==> src/rtl/led_sequencer_pkg.sv <==
// rtl/led_sequencer_pkg.sv - led_pkg: mode/direction types and the per-mode seed pattern
package led_pkg;

    typedef enum logic [1:0] {
        ROT_L  = 2'd0,
        ROT_R  = 2'd1,
        BOUNCE = 2'd2,
        COUNT  = 2'd3
    } led_mode_t;

    typedef enum logic {
        UP = 1'b0,
        DN = 1'b1
    } dir_t;

    localparam int MAX_LEDS = 16;

    // Starting pattern of a mode, right-aligned in a MAX_LEDS-wide word
    function automatic logic [MAX_LEDS-1:0] seed(led_mode_t mode, int n);
        case (mode)
            ROT_R:   seed = MAX_LEDS'(1) << (n - 1);
            COUNT:   seed = '0;
            default: seed = MAX_LEDS'(1);
        endcase
    endfunction

endpackage

==> src/rtl/led_sequencer_if.sv <==
// rtl/led_sequencer_if.sv - tick/mode inputs and LED/wrap outputs of the sequencer
interface led_sequencer_if #(
    parameter int NUM_LEDS = 4
);
    logic                tick_in;
    logic [1:0]          sw;
    logic [NUM_LEDS-1:0] led;
    logic                wrap;

    modport master (output tick_in, output sw, input led, input wrap);
    modport slave  (input tick_in, input sw, output led, output wrap);
endinterface

==> src/rtl/led_sequencer_step_qual.sv <==
// rtl/led_sequencer_step_qual.sv - tick qualifier, rising-edge detect when LED_SEQ_EDGE_EN is defined
module led_step_qual (
    input  logic clk_in,
    input  logic rst_n,
    input  logic tick_in,
    output logic step
);
`ifdef LED_SEQ_EDGE_EN
    logic tick_dly_d;
    logic tick_dly_q;

    // Previous tick level for edge detection
    always_comb begin
        tick_dly_d = tick_in;
    end

    // Tick history register, cleared so a tick high out of reset counts as an edge
    always_ff @(posedge clk_in) begin
        if (!rst_n) begin
            tick_dly_q <= 1'b0;
        end else begin
            tick_dly_q <= tick_dly_d;
        end
    end

    assign step = tick_in & ~tick_dly_q;
`else
    logic unused_clk_rst;

    // Divider already delivers single-cycle pulses, so every high cycle is a step
    assign unused_clk_rst = clk_in ^ rst_n;
    assign step           = tick_in;
`endif
endmodule

==> src/rtl/led_sequencer.sv <==
// rtl/led_sequencer.sv - steps an LED pattern per tick in one of four modes (option: LED_SEQ_EDGE_EN)
module led_sequencer
    import led_pkg::*;
#(
    parameter int NUM_LEDS = 4
) (
    input  logic               clk_in,
    input  logic               rst_n,
    led_sequencer_if.slave     bus
);
    localparam logic [NUM_LEDS-1:0] LED_ONE = NUM_LEDS'(1);

    logic                step;
    led_mode_t           mode_d, mode_q;
    led_mode_t           active_d, active_q;
    dir_t                dir_d, dir_q;
    logic [NUM_LEDS-1:0] led_d, led_q;
    logic                wrap_d, wrap_q;
    logic [MAX_LEDS-1:0] seed_cur_w, seed_new_w;
    logic [NUM_LEDS-1:0] seed_cur;
    logic                one_hot;
    logic                advanced;

    led_step_qual u_step_qual (
        .clk_in  (clk_in),
        .rst_n   (rst_n),
        .tick_in (bus.tick_in),
        .step    (step)
    );

    // Next pattern, mode and direction for the current step
    always_comb begin
        mode_d     = led_mode_t'(bus.sw);
        active_d   = active_q;
        dir_d      = dir_q;
        led_d      = led_q;
        wrap_d     = 1'b0;
        advanced   = 1'b0;
        seed_cur_w = seed(active_q, NUM_LEDS);
        seed_new_w = seed(mode_q, NUM_LEDS);
        seed_cur   = seed_cur_w[NUM_LEDS-1:0];
        one_hot    = (led_q != '0) && ((led_q & (led_q - LED_ONE)) == '0);
        if (step) begin
            if (mode_q != active_q) begin
                active_d = mode_q;
                led_d    = seed_new_w[NUM_LEDS-1:0];
                dir_d    = UP;
            end else begin
                case (active_q)
                    ROT_L: begin
                        if (one_hot) begin
                            led_d    = {led_q[NUM_LEDS-2:0], led_q[NUM_LEDS-1]};
                            advanced = 1'b1;
                        end else begin
                            led_d = seed_cur;
                        end
                    end
                    ROT_R: begin
                        if (one_hot) begin
                            led_d    = {led_q[0], led_q[NUM_LEDS-1:1]};
                            advanced = 1'b1;
                        end else begin
                            led_d = seed_cur;
                        end
                    end
                    BOUNCE: begin
                        if (!one_hot) begin
                            led_d = seed_cur;
                            dir_d = UP;
                        end else begin
                            advanced = 1'b1;
                            if (dir_q == UP) begin
                                if (led_q[NUM_LEDS-1]) begin
                                    led_d = led_q >> 1;
                                    dir_d = DN;
                                end else begin
                                    led_d = led_q << 1;
                                end
                            end else begin
                                if (led_q[0]) begin
                                    led_d = led_q << 1;
                                    dir_d = UP;
                                end else begin
                                    led_d = led_q >> 1;
                                end
                            end
                        end
                    end
                    default: begin
                        led_d    = led_q + LED_ONE;
                        advanced = 1'b1;
                    end
                endcase
                wrap_d = advanced && (led_d == seed_cur);
            end
        end
    end

    // Mode FSM and registered outputs; reset wins over a same-cycle tick
    always_ff @(posedge clk_in) begin
        if (!rst_n) begin
            mode_q   <= ROT_L;
            active_q <= ROT_L;
            dir_q    <= UP;
            led_q    <= LED_ONE;
            wrap_q   <= 1'b0;
        end else begin
            mode_q   <= mode_d;
            active_q <= active_d;
            dir_q    <= dir_d;
            led_q    <= led_d;
            wrap_q   <= wrap_d;
        end
    end

    assign bus.led  = led_q;
    assign bus.wrap = wrap_q;
endmodule

==> src/flat_wrapper.sv <==
// flat-port wrapper written by rule: the top's interface ports become plain ports
module led_sequencer_flat import led_pkg::*;
#(
    parameter int NUM_LEDS = 4
)
  (clk_in, rst_n, bus_tick_in, bus_sw, bus_led, bus_wrap);
  led_sequencer_if #(.NUM_LEDS(NUM_LEDS)) bus_i ();
  input  logic clk_in;
  input  logic rst_n;
  input wire logic [$bits(bus_i.tick_in)-1:0] bus_tick_in;
  input wire logic [$bits(bus_i.sw)-1:0] bus_sw;
  output wire logic [$bits(bus_i.led)-1:0] bus_led;
  output wire logic [$bits(bus_i.wrap)-1:0] bus_wrap;
  assign bus_i.tick_in = bus_tick_in;
  assign bus_i.sw = bus_sw;
  assign bus_led = bus_i.led;
  assign bus_wrap = bus_i.wrap;
  led_sequencer #(.NUM_LEDS(NUM_LEDS)) u_core (.clk_in(clk_in), .rst_n(rst_n), .bus(bus_i));
endmodule
==> config.mk <==
export PLATFORM = sky130hd
export DESIGN_NAME = led_sequencer_flat
export DESIGN_NICKNAME = d
export VERILOG_FILES = /design/src/rtl/led_sequencer_pkg.sv /design/src/rtl/led_sequencer_if.sv /design/src/rtl/led_sequencer_step_qual.sv /design/src/rtl/led_sequencer.sv /design/src/flat_wrapper.sv
export SDC_FILE = /design/constraint.sdc
export NUM_CORES = 1
export LEC_CHECK = 0
export BUFFER_PORTS_ARGS = -buffer_cell sky130_fd_sc_hd__buf_2
export CORE_MARGIN = 2
export CORE_UTILIZATION = 45
export DETAILED_ROUTE_END_ITERATION = 10
export GPL_ROUTABILITY_DRIVEN = 0
export HOLD_SLACK_MARGIN = 0.05
export MAX_ROUTING_LAYER = met4
export PLACE_DENSITY = 0.65
export SETUP_SLACK_MARGIN = 0.4
export SLEW_MARGIN = 30
export SYNTH_ARGS = -nofsm -noshare
export SYNTH_HDL_FRONTEND = slang
export SYNTH_SLANG_ARGS = --single-unit
==> constraint.sdc <==
create_clock -name clk_in -period 5.5 [get_ports clk_in]
set_input_delay 1.1 -clock clk_in [delete_from_list [all_inputs] [get_ports clk_in]]
set_output_delay 1.1 -clock clk_in [all_outputs]
set_load 0.1 [all_outputs]
==> flow_metrics.tcl <==
set metrics [dict create \
    finalSetupTns_ns 0 \
    cts_tree "built" \
    worstSetupPathDepth 1 \
    ios 10 \
    whs_path_depth 2 \
    syn_area_um2 806 \
    wl_mm 1.91 \
    skew_ns 0.000755 \
    first_pass_iters 4 \
    antenna_found_initial 0 \
    n_fill_cell 170 \
    die_x_um 46.3 \
    finalSetupViolations 0 \
    ys_warn_count 0 \
    clkTransAtPathRegs_ns 0.07 \
    fin_crit_ns 2.46 \
    grt_max_degree 17 \
    critPathKind "register to primary output" \
    hp-class "register to register" \
    multi_input_area_um2 549 \
    coreArea_um2 1710 \
    synth-edff-count 0 \
    yosysSeqAreaShare 0.248 \
    synthArstFlopShare 0 \
    fin_cells 136 \
    p_leak_uw 0.000366 \
    hold_slack_ns 0.569 \
    use_met1 0.277 \
    slew_violations 0 \
    use_met3 0.0431 \
    grt_pass1_wl_mm 3.11 \
    power_density_nw_per_um2 242 \
    met2_usage 0.311 \
    cts.sinks 10 \
    synthCells 104 \
    routedWlPerCell_um 14.0 \
    cts_buffers 3 \
    max_freq_ghz 0.406 \
    worstPathRequired_ns 4.40 \
    reg2reg_depth 7 \
    holdBufCountCts 0 \
    synth_cell_types 39 \
    route.vias.total 812 \
    synth_area_leader_cell "dfxtp_1" \
    fin_area_um2 888 \
    synthesis.nets 112 \
    path_delay_family "flip-flops" \
    endpoint_kind "primary output" \
    arrival_ns 1.36 \
    drt_iter0_drc 32 \
    area_growth_syn_to_layout_pct 10.2 \
    via_per_inst 5.97 \
    initial_core_util 0.472 \
    placement.io_buffers 9 \
    placed_area_um2 852 \
    worstMarginPinSlew_ns 0.540 \
    seqCellArea_um2 200 \
    dp.cells 132 \
    first_global_vias 700 \
    cts_buffer_depth 2 \
    fp.dieH_um 46.3 \
    timing.slew.headroom 0.640 \
    drt.antenna.violating_nets 0 \
    drive_above_1_share 0.162 \
    track_usage 0.221 \
    cts-root-buf "clkbuf_4" \
    cp_num_buf_inv 1 \
    dpl.hpwl_mm 1.43 \
    ir_drop_uv 132 \
    syn_avg_cell_area_um2 7.75 \
    diodes 0 \
    cp-start-kind "register" \
    ys_ff_latch 10 \
    grt_overflow_total 0 \
    worst_path_max_delay_cell "dfxtp_1" \
    postCtsSetupRepairBufs 0 \
    status "complete, no violations" \
    die_area_um2 2150 \
    busiest_layer "met2" \
    synth_area_leaders "dfxtp_1, mux2i_1, ha_1, a21oi_1, nand2_1" \
    worstPathMaxFanout 12 \
    hold_viol 0 \
    yosys.cell_count.top_type "dfxtp_1" \
    path_cells "buf_2" \
    num_rows 15 \
    rsz0062_at_grt "false" \
    synth_top_area_frac 0.248 \
    ys.flop_type "dfxtp_1" \
    p_total_uw 215 \
    h-tree-depth 1 \
    ys_top_cells_by_count "dfxtp_1, nand2_1, nor2_1" \
    cap_violations 0 \
    clk_latency_ns 0.27 \
    nets 120 \
    fin_crit_sh 0.448 \
    drc 0 \
    cts_resized 0 \
    worst_path_largest_cell_delay_ns 0.58 \
]
==> final cells by class <==
| class | count | share of cell area |
|---|---|---|
| Multi-Input combinational cell | 81 | 0.618 |
| Sequential cell | 10 | 0.225 |
| Inverter | 7 | 0.0296 |
| Tap cell | 25 | 0.0352 |
| Timing Repair Buffer | 9 | 0.0507 |
| Clock buffer | 4 | 0.0408 |
==> path summary, 6_finish.rpt <==
check | from | endpoint | slack (ns)
hold reg to reg | u_core.mode_q[0]$_SDFF_PN0_ | u_core.active_q[0]$_SDFFE_PN0P_ | 0.57
setup reg to reg | u_core.bus.led[0]$_SDFFE_PN1P_ | u_core.bus.wrap$_SDFF_PP0_ | 3.15
hold / removal | u_core.mode_q[0]$_SDFF_PN0_ | u_core.active_q[0]$_SDFFE_PN0P_ | 0.57
setup / recovery | u_core.bus.led[3]$_SDFFE_PN0P_ | bus_led[3] | 3.04
==> cells in the final DEF (no fill, tap or decap), drive strengths merged, types with 4 or more instances in the layout <==
cell type,synthesis,layout
nand2,8,8
clkbuf,5,4
inv,7,7
o21a,4,4
and2,4,4
nor2,8,8
mux2i,4,4
a21oi,6,6
dfxtp,10,10
buf,1,9
==> worst reg2reg max path: cells and delay by family (launching register included) <==
kind	cells	cell delay (ns)
flops	1	0.51
xor+xnor	1	0.18
compound gates	4	1.15
buf+inv	1	0.16
fa+ha+maj	1	0.24
==> per-layer routing <==
layer | vias to the layer above | wire length, µm | part of all wire
met1 | 370 | 859 | 0.45
met4 | 0 | 80 | 0.042
met5 | - | 0 | 0
met3 | 9 | 143 | 0.075
li1 | 393 | - | -
met2 | 40 | 827 | 0.43
==> where the power goes <==
part | internal [µW] | switching [µW] | leakage [µW]
combinational | 22.3 | 40.7 | 0.000263
sequential | 75.8 | 8.45 | 0.0000818
clock | 40.3 | 27.5 | 0.0000210
total | 138 | 76.6 | 0.000366
==> flip-flops by register name, indices dropped and copies added (netlist names) <==
signal,count
u_core.bus.wrap,1
u_core.mode_q,2
u_core.bus.led,4
u_core.active_q,2
u_core.dir_q,1
==> metrics by stage <==
step / setup slack (ns) / utilization
after floorplan: 2.59 / -
after global placement: 3.30 / 0.499
after detailed placement: 3.18 / 0.499
after CTS: 3.05 / 0.520
after global routing: 2.99 / 0.520
final: 3.04 / 0.520
==> cell families (layout without fill, tap and decap cells) <==
family / count (synthesis) / count (layout) / share of synthesized area
and+or+nand+nor: 38 / 38 / 0.252
AOI/OAI and AO/OA: 31 / 31 / 0.280
buffers and inverters: 13 / 20 / 0.0699
DFF: 10 / 10 / 0.248
xor gates and xnor gates: 5 / 5 / 0.0544
muxes: 4 / 4 / 0.0497
adders and majority gates: 3 / 3 / 0.0466
Power figures use the tool's default switching activity.
